**src/rtl/fifo_pkg.sv**
```systemverilog
// Shared types and constants for the FIFO read-side drain packer.
package fifo_pkg;

    // Drain FSM: issue a pop, check the response, back off after a miss, hold a full word.
    typedef enum logic [1:0] {
        POP     = 2'd0,
        CHECK   = 2'd1,
        BACKOFF = 2'd2,
        HOLD    = 2'd3
    } drain_state_t;

    localparam int DEFAULT_DATA_WIDTH = 4;
    localparam int DEFAULT_PACK_COUNT = 2;

    // Width of one packed output word.
    function automatic int out_width(input int data_width, input int pack_count);
        return data_width * pack_count;
    endfunction

    // Width of the partial-pack word counter (must be able to hold 0..pack_count).
    function automatic int pack_cnt_width(input int pack_count);
        return $clog2(pack_count) + 1;
    endfunction

endpackage

```
**src/rtl/fifo_drain_packer_if.sv**
```systemverilog
// FIFO read side plus packed valid/ready output of the drain packer.
// Optional macro FIFO_DRAIN_PARITY_EN adds out_parity to the bundle.
interface fifo_drain_packer_if #(
    parameter int DATA_WIDTH = fifo_pkg::DEFAULT_DATA_WIDTH,
    parameter int PACK_COUNT = fifo_pkg::DEFAULT_PACK_COUNT,
    parameter int CNT_WIDTH  = 8
);
    import fifo_pkg::*;

    localparam int OUT_WIDTH = out_width(DATA_WIDTH, PACK_COUNT);
    localparam int PC_WIDTH  = pack_cnt_width(PACK_COUNT);

    logic                  fifo_rd;
    logic [DATA_WIDTH-1:0] fifo_data;
    logic                  fifo_underflow;
    logic                  flush;
    logic [OUT_WIDTH-1:0]  out_data;
    logic                  out_valid;
    logic                  out_ready;
    logic [PC_WIDTH-1:0]   pack_cnt;
    logic [CNT_WIDTH-1:0]  underflow_cnt;
`ifdef FIFO_DRAIN_PARITY_EN
    logic                  out_parity;
`endif

    // Drain packer side.
    modport master (
        output fifo_rd,
        input  fifo_data,
        input  fifo_underflow,
        input  flush,
        output out_data,
        output out_valid,
        input  out_ready,
        output pack_cnt,
        output underflow_cnt
`ifdef FIFO_DRAIN_PARITY_EN
        , output out_parity
`endif
    );

    // FIFO / downstream side.
    modport slave (
        input  fifo_rd,
        output fifo_data,
        output fifo_underflow,
        output flush,
        input  out_data,
        input  out_valid,
        output out_ready,
        input  pack_cnt,
        input  underflow_cnt
`ifdef FIFO_DRAIN_PARITY_EN
        , input out_parity
`endif
    );

endinterface

```
**src/rtl/drain_backoff_timer.sv**
```systemverilog
// Down-counter that spaces retries after a failed pop; done marks the last idle cycle.
module drain_backoff_timer #(
    parameter int LOAD_WIDTH = 2
) (
    input  logic                  clk,
    input  logic                  rst,
    input  logic                  load,
    input  logic [LOAD_WIDTH-1:0] load_val,
    input  logic                  en,
    output logic                  done
);

    logic [LOAD_WIDTH-1:0] count;

    // Load on a failed pop, otherwise count down while the FSM sits in BACKOFF.
    // NOTE: clocked state uses <= so every register samples pre-edge values; = here would create order-dependent races.
    always_ff @(posedge clk) begin
        if (!rst) begin
            count <= '0;
        end else if (load) begin
            count <= load_val;
        end else if (en && count != '0) begin
            count <= count - 1'b1;
        end
    end

    assign done = en && (count == LOAD_WIDTH'(1));

endmodule

```
**src/rtl/fifo_drain_packer.sv**
```systemverilog
// Pops a FIFO one word per two cycles, packs PACK_COUNT words LSB-first,
// presents them on valid/ready. Optional macro FIFO_DRAIN_PARITY_EN adds out_parity.
module fifo_drain_packer
    import fifo_pkg::*;
#(
    parameter int DATA_WIDTH     = DEFAULT_DATA_WIDTH,
    parameter int PACK_COUNT     = DEFAULT_PACK_COUNT,
    parameter int BACKOFF_CYCLES = 2,
    parameter int CNT_WIDTH      = 8
) (
    input logic                 clk,
    input logic                 rst,
    fifo_drain_packer_if.master bus
);

    localparam int OUT_WIDTH = out_width(DATA_WIDTH, PACK_COUNT);
    localparam int PC_WIDTH  = pack_cnt_width(PACK_COUNT);
    localparam int BO_WIDTH  = $clog2(BACKOFF_CYCLES + 1);

    drain_state_t         state, next_state;
    logic [PC_WIDTH-1:0]  pack_cnt;
    logic [OUT_WIDTH-1:0] pack_reg;
    logic [OUT_WIDTH-1:0] full_word;
    logic [OUT_WIDTH-1:0] out_data_q;
    logic                 out_valid_q;
    logic [CNT_WIDTH-1:0] underflow_cnt;
    logic                 last_slot;
    logic                 word_ok;
    logic                 word_done;
    logic                 pop_failed;
    logic                 backoff_load;
    logic                 backoff_done;

    assign last_slot  = (pack_cnt == PC_WIDTH'(PACK_COUNT - 1));
    assign pop_failed = (state == CHECK) && bus.fifo_underflow;
    assign word_ok    = (state == CHECK) && !bus.fifo_underflow && !bus.flush;
    assign word_done  = word_ok && last_slot;

    drain_backoff_timer #(.LOAD_WIDTH(BO_WIDTH)) u_backoff (
        .clk      (clk),
        .rst      (rst),
        .load     (backoff_load),
        .load_val (BO_WIDTH'(BACKOFF_CYCLES)),
        .en       (state == BACKOFF),
        .done     (backoff_done)
    );

    // Merge the returning FIFO word into its slot of the partial pack.
    // NOTE: every always_comb output gets a default first; a path that skips an assignment would infer a latch.
    always_comb begin
        full_word = pack_reg;
        for (int i = 0; i < PACK_COUNT; i++) begin
            if (pack_cnt == PC_WIDTH'(i)) begin
                full_word[i*DATA_WIDTH +: DATA_WIDTH] = bus.fifo_data;
            end
        end
    end

    // State register.
    always_ff @(posedge clk) begin
        if (!rst) begin
            state <= POP;
        end else begin
            state <= next_state;
        end
    end

    // Next-state decode and backoff timer control.
    always_comb begin
        next_state   = state;
        backoff_load = 1'b0;
        case (state)
            POP:     next_state = CHECK;
            CHECK: begin
                if (bus.fifo_underflow) begin
                    next_state   = BACKOFF;
                    backoff_load = 1'b1;
                end else if (bus.flush) begin
                    next_state = POP;
                end else if (last_slot) begin
                    next_state = HOLD;
                end else begin
                    next_state = POP;
                end
            end
            BACKOFF: if (backoff_done) next_state = POP;
            HOLD:    if (bus.out_ready) next_state = POP;
            default: next_state = POP;
        endcase
    end

    // Pack register, output word and saturating miss counter.
    always_ff @(posedge clk) begin
        if (!rst) begin
            pack_cnt      <= '0;
            pack_reg      <= '0;
            out_data_q    <= '0;
            out_valid_q   <= 1'b0;
            underflow_cnt <= '0;
        end else begin
            if (word_done) begin
                out_data_q  <= full_word;
                out_valid_q <= 1'b1;
                pack_cnt    <= '0;
                pack_reg    <= '0;
            end else if (word_ok) begin
                pack_reg <= full_word;
                pack_cnt <= pack_cnt + 1'b1;
            end else if (bus.flush && state != HOLD) begin
                pack_cnt <= '0;
                pack_reg <= '0;
            end
            if (state == HOLD && bus.out_ready) begin
                out_valid_q <= 1'b0;
            end
            if (pop_failed && underflow_cnt != '1) begin
                underflow_cnt <= underflow_cnt + 1'b1;
            end
        end
    end

`ifdef FIFO_DRAIN_PARITY_EN
    logic out_parity_q;

    // Parity captured alongside the packed word.
    always_ff @(posedge clk) begin
        if (!rst) begin
            out_parity_q <= 1'b0;
        end else if (word_done) begin
            out_parity_q <= ^full_word;
        end
    end

    assign bus.out_parity = out_parity_q;
`endif

    // Reset gates the pop so nothing is requested while rst is held low.
    assign bus.fifo_rd       = (state == POP) && rst;
    assign bus.out_data      = out_data_q;
    assign bus.out_valid     = out_valid_q;
    assign bus.pack_cnt      = pack_cnt;
    assign bus.underflow_cnt = underflow_cnt;

endmodule
```
**src/flat_wrapper.sv**
```systemverilog
// flat-port wrapper written by rule: the top's interface ports become plain ports
module fifo_drain_packer_flat import fifo_pkg::*;
#(
    parameter int DATA_WIDTH     = DEFAULT_DATA_WIDTH,
    parameter int PACK_COUNT     = DEFAULT_PACK_COUNT,
    parameter int BACKOFF_CYCLES = 2,
    parameter int CNT_WIDTH      = 8
)
  (clk, rst, bus_fifo_rd, bus_fifo_data, bus_fifo_underflow, bus_flush, bus_out_data, bus_out_valid, bus_out_ready, bus_pack_cnt, bus_underflow_cnt);
  fifo_drain_packer_if #(.DATA_WIDTH(DATA_WIDTH), .PACK_COUNT(PACK_COUNT), .CNT_WIDTH(CNT_WIDTH)) bus_i ();
  input logic clk;
  input logic rst;
  output wire logic [$bits(bus_i.fifo_rd)-1:0] bus_fifo_rd;
  input wire logic [$bits(bus_i.fifo_data)-1:0] bus_fifo_data;
  input wire logic [$bits(bus_i.fifo_underflow)-1:0] bus_fifo_underflow;
  input wire logic [$bits(bus_i.flush)-1:0] bus_flush;
  output wire logic [$bits(bus_i.out_data)-1:0] bus_out_data;
  output wire logic [$bits(bus_i.out_valid)-1:0] bus_out_valid;
  input wire logic [$bits(bus_i.out_ready)-1:0] bus_out_ready;
  output wire logic [$bits(bus_i.pack_cnt)-1:0] bus_pack_cnt;
  output wire logic [$bits(bus_i.underflow_cnt)-1:0] bus_underflow_cnt;
  assign bus_fifo_rd = bus_i.fifo_rd;
  assign bus_i.fifo_data = bus_fifo_data;
  assign bus_i.fifo_underflow = bus_fifo_underflow;
  assign bus_i.flush = bus_flush;
  assign bus_out_data = bus_i.out_data;
  assign bus_out_valid = bus_i.out_valid;
  assign bus_i.out_ready = bus_out_ready;
  assign bus_pack_cnt = bus_i.pack_cnt;
  assign bus_underflow_cnt = bus_i.underflow_cnt;
  fifo_drain_packer #(.DATA_WIDTH(DATA_WIDTH), .PACK_COUNT(PACK_COUNT), .BACKOFF_CYCLES(BACKOFF_CYCLES), .CNT_WIDTH(CNT_WIDTH)) u_core (.clk(clk), .rst(rst), .bus(bus_i));
endmodule
```
**config.mk**
```make
export PLATFORM = sky130hd
export DESIGN_NAME = fifo_drain_packer_flat
export DESIGN_NICKNAME = d
export VERILOG_FILES = /design/src/rtl/fifo_pkg.sv /design/src/rtl/fifo_drain_packer_if.sv /design/src/rtl/drain_backoff_timer.sv /design/src/rtl/fifo_drain_packer.sv /design/src/flat_wrapper.sv
export SDC_FILE = /design/constraint.sdc
export NUM_CORES = 1
export LEC_CHECK = 0
export ABC_CLOCK_PERIOD_IN_PS = 3110
export BUFFER_PORTS_ARGS = -buffer_cell sky130_fd_sc_hd__buf_4
export CAP_MARGIN = 15
export CORE_MARGIN = 4
export CORE_UTILIZATION = 50
export DETAILED_ROUTE_END_ITERATION = 8
export PLACE_DENSITY = 0.79
export SKIP_CTS_REPAIR_TIMING = 1
export SYNTH_ARGS = -nofsm -noshare
export SYNTH_HDL_FRONTEND = slang
export SYNTH_HIERARCHICAL = 1
export SYNTH_SLANG_ARGS = --single-unit
```
**constraint.sdc**
```tcl
create_clock -name clk -period 3.11 [get_ports clk]
set_clock_uncertainty 0.1 [all_clocks]
set_input_delay 0.622 -clock clk [delete_from_list [all_inputs] [get_ports clk]]
set_output_delay 0.622 -clock clk [all_outputs]
set_load 0.05 [all_outputs]
```
==> results.yml, run 1 <==
timing:
  fin_tns_setup_ns: 0
  period_needed_ns: 2.033
  rsz0062_at_grt: "no"
  holdWs_ns: 0.4188
  hold_viol: 0
  slew_violations: 0
  fin_crit_sh_pct: 65.37
  slew_headroom_pct: 58.42
  max_freq_ghz: 0.4919
  setup_viol: 0
  worstMarginPinSlew_ns: 0.6236
yosys:
  ys_seq_area_share_pct: 38.88
  syn_inst: 154
  ys_ff_latch: 27
  synth_cell_types: 42
  netlist.top_cell.by_area: "dfxtp_1"
  syn_area_sq_mm: 0.001390
  synth_top_area_share_pct: 38.88
  ys_warn_count: 6
  synthTopCellsByArea: "dfxtp_1 (39%), mux2i_1 (7.2%), ha_1 (4.5%), o211a_1 (3.6%), nand2_1 (3.5%)"
  synth_nets: 168
  synth_area_per_cell_sq_um: 9.027
global_routing:
  grt_max_degree: 26
  antenna_found_initial: 0
  grt_pass1_wl_um: 4643
  track_usage_pct: 16.44
  grt.overflow.total: 0
  grt_pass1_vias: 1115
place:
  placed_cells: 204
  portBuffers: 28
  dp_hpwl_um: 2054
  gp_congestion: 0.8210
  placed_area_sq_mm: 0.001590
floorplanning:
  io_pins: 29
  die_h_um: 60.73
  start_util_pct: 54.14
  die_area_sq_mm: 0.003688
  coreArea_sq_mm: 0.002567
  rows: 18
  dieWidth_um: 60.73
clock_network:
  cts_htree_levels: 1
  clk_pin_slew_ns: 0.14
  clock_sinks: 27
  clockBufferDepth: 2
  numCtsBuffers: 3
  cts_root_buf: "clkbuf_4"
  cts_tree: "yes"
  insertion_delay_ns: 0.32
worst_hold_path:
  hold_path_class: "reg2reg"
final_layout:
  final_common_cell: "buf_4"
  antennaDiodeCount: 0
  drive_gt1_share_pct: 21.35
  final_area_sq_mm: 0.001617
  fill_cells: 222
  fin_nets: 193
  multiInputGateArea_sq_um: 772.0
  seq_area_sq_um: 540.5
  fin_cells: 208
  final_cell_mix: "buf_4 (28), dfxtp_1 (27), nand2_1 (13), nor2_1 (12), mux2i_1 (10)"
  area_delta_synth_final_pct: 16.29
setup_path:
  path_buf_inv: 0
  cp.required_ns: 3.23
  cp_top_family: "simple AND/OR/NAND/NOR gates"
  worst_setup_path_start_kind: "flop"
  end_kind: "flop"
  crit_fanout: 15
  crit_slowest_cell: "and3_1"
  crit_arrival_ns: 2.16
  critPathKind: "reg2reg"
  crit_chain: "nor2b_4 -> and3_1 -> nand2b_1 -> nor2_1"
  slowest_delay_ns: 0.60
status:
  status: "finished clean"
detailed_routing:
  drt-total-wl_um: 2805
  drt.antenna.violating_nets: 0
  drt_pre_antenna_iters: 4
  drtIter0Drc: 34
  routed_via_density: 5.615
  wire_per_inst_um: 13.49
  vias: 1168
  drcViolationCount: 0
pwr:
  p_leak_uw: 0.0007560
  vdd_ir_drop_max_uv: 305.0
  powerDensity_mw_per_mm2: 376.0
job:
  cap_viol_max_count: 0
==> power breakdown <==
part           leakage, uW  internal [uW]  switching, uW  total (uW)
Combinational     0.000523           38.7           51.5        90.2
Clock            0.0000150           50.2            101         152
Sequential        0.000218            354           11.5         366
Total             0.000756            443            164         608
==> cells by family (layout without fill, tap and decap cells) <==
group	after synthesis	count (layout)	share of synthesized area, %
xor gates and xnor gates	3	3	1.891
muxes	10	10	7.201
adders and majority gates	5	5	4.500
buffers and inverters	16	40	5.580
DFF	27	27	38.88
AOI/OAI and AO/OA	32	32	17.19
and+or+nand+nor	59	59	24.21
other	2	2	0.5403
==> final cells by class <==
cell class	count	area share [%]
multi-input combinational	111	47.76
clock buffer	4	1.625
tap	30	2.322
sequential	27	33.44
inverter	8	1.858
timing repair buffer	28	13.00
==> stage by stage <==
step	total power, uW	util, %	setup WS, ns
2_1_floorplan	439.6	-	1.073
6_report	607.7	62.96	1.077
4_1_cts	611.7	62.96	1.073
3_3_place_gp	459.7	61.94	1.077
3_5_place_dp	463.3	61.94	0.9999
5_1_grt	636.5	62.96	0.9636
==> Yosys cell counts, drive strengths merged <==
cell type  instances
nor2b              9
nand3              3
and4               1
o211a              5
o221a              1
conb               2
o31a               1
buf                5
o31ai              1
a22oi              6
xnor2              3
a31oi              1
nor4               1
a21oi              1
nor2              12
ha                 5
and2b              1
nand4              2
or3                1
a22o               1
dfxtp             27
mux2i             10
a21boi             4
nand2             14
o211ai             2
inv                8
o21ai              7
nand2b             1
or4                1
and3b              1
o2111ai            1
a21o               1
and2               6
nand3b             1
and3               5
clkbuf             3
==> final timing paths <==
check	start	to	slack [ns]	cells past startpoint
setup reg to reg	u_core/state[0]$_SDFFE_PN0P_	u_core/pack_reg[1]$_SDFFE_PP0P_	1.08	4
setup / recovery	u_core/state[0]$_SDFFE_PN0P_	u_core/pack_reg[1]$_SDFFE_PP0P_	1.08	4
hold / removal	u_core/bus.out_data[3]$_SDFFE_PN0P_	u_core/bus.out_data[3]$_SDFFE_PN0P_	0.42	1
hold reg to reg	u_core/bus.out_data[3]$_SDFFE_PN0P_	u_core/bus.out_data[3]$_SDFFE_PN0P_	0.42	1
==> layer usage <==
layer	routed length, um	up-vias	GRT usage, %
met1	1233	549	19.38
met4	22	0	5.263
met3	165	2	5.319
met2	1383	32	28.24
li1	-	585	-
met5	0	-	0
Note: power is estimated with default switching activity, not from simulation.
==> run 2, diff against run 1 <==
--- a/config.mk
+++ b/config.mk
@@ -5,7 +5,8 @@
 export SDC_FILE = /design/constraint.sdc
 export NUM_CORES = 1
 export LEC_CHECK = 0
-export ABC_CLOCK_PERIOD_IN_PS = 3110
+export ABC_AREA = 1
+export ABC_CLOCK_PERIOD_IN_PS = 2000
 export BUFFER_PORTS_ARGS = -buffer_cell sky130_fd_sc_hd__buf_4
 export CAP_MARGIN = 15
 export CORE_MARGIN = 4
==> constraint.sdc (replaced) <==
create_clock -name clk -period 2 [get_ports clk]
set_clock_uncertainty 0.1 [all_clocks]
set_input_delay 0.4 -clock clk [delete_from_list [all_inputs] [get_ports clk]]
set_output_delay 0.4 -clock clk [all_outputs]
set_load 0.05 [all_outputs]
==> run 2 against run 1 <==
Effect of this change: die area is 3.8% higher; sequential share of layout area decreased by 1.8 points; setup slack worse by 0.80 ns; via count is 9.5% higher; sequential cell count unchanged; wire length shrank 1.3%; total power rose by 61%; area after synthesis is 4.3% higher; utilization down 0.94 points; combinational power increased by 82%; first-iteration DRC count increased by 94%; critical path type is now reg2out; critical endpoint is now bus_fifo_rd; largest cell class unchanged; largest power group unchanged.
==> results.yml, run 2 <==
yosys:
  synthTopCellsByArea: "dfxtp_1 (37%), nand2_1 (13%), nand3_1 (6.6%), inv_1 (6.2%), ha_1 (4.3%)"
  synth_common_cells: "nand2_1 (51), dfxtp_1 (27), inv_1 (24)"
  syn_inst: 202
  synth_ff_type: "dfxtp_1"
  synth_edf_count: 0
  ys_seq_area_share_pct: 37.27
  ys_warn_count: 6
  synth_area_per_cell_sq_um: 7.179
  synth_nets: 216
  async_flop_share_pct: 0
  synth.most_common_cell: "nand2_1"
  syn_area_sq_mm: 0.001450
  ys_ff_latch: 27
  synth_top_area_share_pct: 37.27
  synth_cell_types: 27
  netlist.top_cell.by_area: "dfxtp_1"
timing:
  slew_violations: 0
  rsz0062_at_grt: "no"
  max_freq_ghz: 0.5804
  fin_tns_setup_ns: 0
  holdWs_ns: 0.2067
  fin_crit_sh_pct: 86.15
  setup_viol: 0
  period_needed_ns: 1.723
  hold_viol: 0
floorplanning:
  die_area_sq_mm: 0.003826
  io_pins: 29
  coreArea_sq_mm: 0.002758
  start_util_pct: 52.59
  rows: 19
  dieWidth_um: 61.86
  die_h_um: 61.86
detailed_routing:
  wire_per_inst_um: 10.53
  drt_pre_antenna_iters: 4
  drt.antenna.violating_nets: 0
  vias: 1279
  routed_via_density: 4.863
  drtIter0Drc: 66
  drt-total-wl_um: 2769
  drcViolationCount: 0
setup_path:
  crit_slowest_cell: "dfxtp_1"
  crit_chain: "inv_2 -> nand2_1 -> nor2_1 -> buf_4"
  timing.rr.start: "u_core/bus.pack_cnt[1]$_SDFFE_PP0P_"
  crit_fanout: 5
  worst_setup_path_start_kind: "flop"
  worstReg2RegEnd: "u_core/bus.out_data[7]$_SDFFE_PN0P_"
  end_kind: "primary output"
  reg2reg_slack_ns: 0.38
  critPathKind: "reg2out"
  critPathLaunch: "u_core/state[0]$_SDFFE_PN0P_"
  slowest_delay_ns: 0.39
  reg2reg_depth: 8
  cp.required_ns: 1.50
  crit_arrival_ns: 1.22
global_routing:
  grt.overflow.total: 0
  track_usage_pct: 15.60
  antenna_found_initial: 0
  grt_pass1_vias: 1093
  grt_max_degree: 17
  grt_pass1_wl_um: 4457
status:
  status: "finished clean"
worst_hold_path:
  holdCritStartpoint: "bus_fifo_data[1]"
  hold_path_class: "in2reg"
  min_to: "u_core/bus.out_data[5]$_SDFFE_PN0P_"
  hold_depth: 3
job:
  cap_viol_max_count: 0
clock_network:
  cts_tree: "yes"
  clockBufferDepth: 2
  numCtsBuffers: 3
  clock_sinks: 27
  cts_htree_levels: 1
  insertion_delay_ns: 0.33
  clk_pin_slew_ns: 0.16
  cts_root_buf: "clkbuf_4"
final_layout:
  final_cell_mix: "nand2_1 (51), buf_4 (28), dfxtp_1 (27), inv_1 (24), nand3_1 (19)"
  drive_gt1_share_pct: 27.59
  final_common_cell: "nand2_1"
  fill_cells: 263
  fin_nets: 247
  antennaDiodeCount: 0
  area_delta_synth_final_pct: 17.95
place:
  dp_hpwl_um: 2129
  gp_congestion: 0.8010
  portBuffers: 28
pwr:
  powerDensity_mw_per_mm2: 570.7
  vdd_ir_drop_max_uv: 458.4
  p_leak_uw: 0.0007658
## run 2: cell types whose count changed in the layout (fill, tap and decap cells not counted), moves of 6 or more
cell	previous run	this run
mux2i_1	10	0
nand2_2	0	6
nand2_1	13	51
inv_1	8	24
nor2b_1	7	0
a22oi_1	6	0
a21oi_1	1	12
a21oi_2	0	6
nand3_1	3	19
inv_2	0	7
## run 2: critical path, delay by kind of cell, from the launching register on
family	cells	cell delay (ns)
flops	1	0.39
simple gates	2	0.19
buf+inv	2	0.32
## run 2: per-layer routing
metal  wire length, um  share of wire (%)  track usage, %
met5                 0                  0               0
met4                23               0.83           5.455
met2              1258                 45           24.07
met3               124                4.5           3.306
met1              1363                 49           21.53
## run 2: where the power goes
group | internal, uW | switching (uW)
Sequential | 553 | 13.0
Clock | 76.6 | 170
Combinational | 55.4 | 108
Total | 685 | 292
## run 2: cells by family (layout without fill, tap and decap cells)
kind of cell    count (synthesis)  after routing  synth area share, %
other cells                     2              2               0.5179
compound gates                 30             30                12.77
simple gates                  103            103                34.94
buf+inv                        35             65                10.18
fa+ha+maj                       5              5                4.314
flops                          27             27                37.27
## run 2: per-stage QoR
step	cell area [sq um]	power (uW)	utilization (%)	setup slack, ns	std cells
floorplan	1450	695.5	-	0.2600	202
global placement	1680	739.3	60.93	0.4081	259
detailed placement	1680	742.0	60.93	0.3940	259
CTS	1710	986.8	62.02	0.2521	263
global route	1710	1027	62.02	0.1713	263
finish	1710	976.2	62.02	0.2770	263
## run 2: worst max path at each step
| stage | endpoint | slack (ns) |
|---|---|---|
| final | bus_fifo_rd | 0.28 |
| after global routing | bus_fifo_rd | 0.17 |
| after CTS | bus_fifo_rd | 0.25 |
| after detailed placement | u_core/bus.out_data[7]$_SDFFE_PN0P_ | 0.39 |
| after global placement | bus_fifo_rd | 0.41 |
| after floorplan | u_core/bus.underflow_cnt[4]$_SDFFE_PN0P_ | 0.26 |
## run 2: cell type report
cell class                 count  area (sq um)  area share [%]
inverter                      33         128.9           7.535
clock inverter                 1         7.507          0.4389
tap                           31         38.79           2.268
clock buffer                   3         22.52           1.317
multi-input combinational    140         762.0           44.55
timing repair buffer          28         210.2           12.29
sequential                    27         540.5           31.60
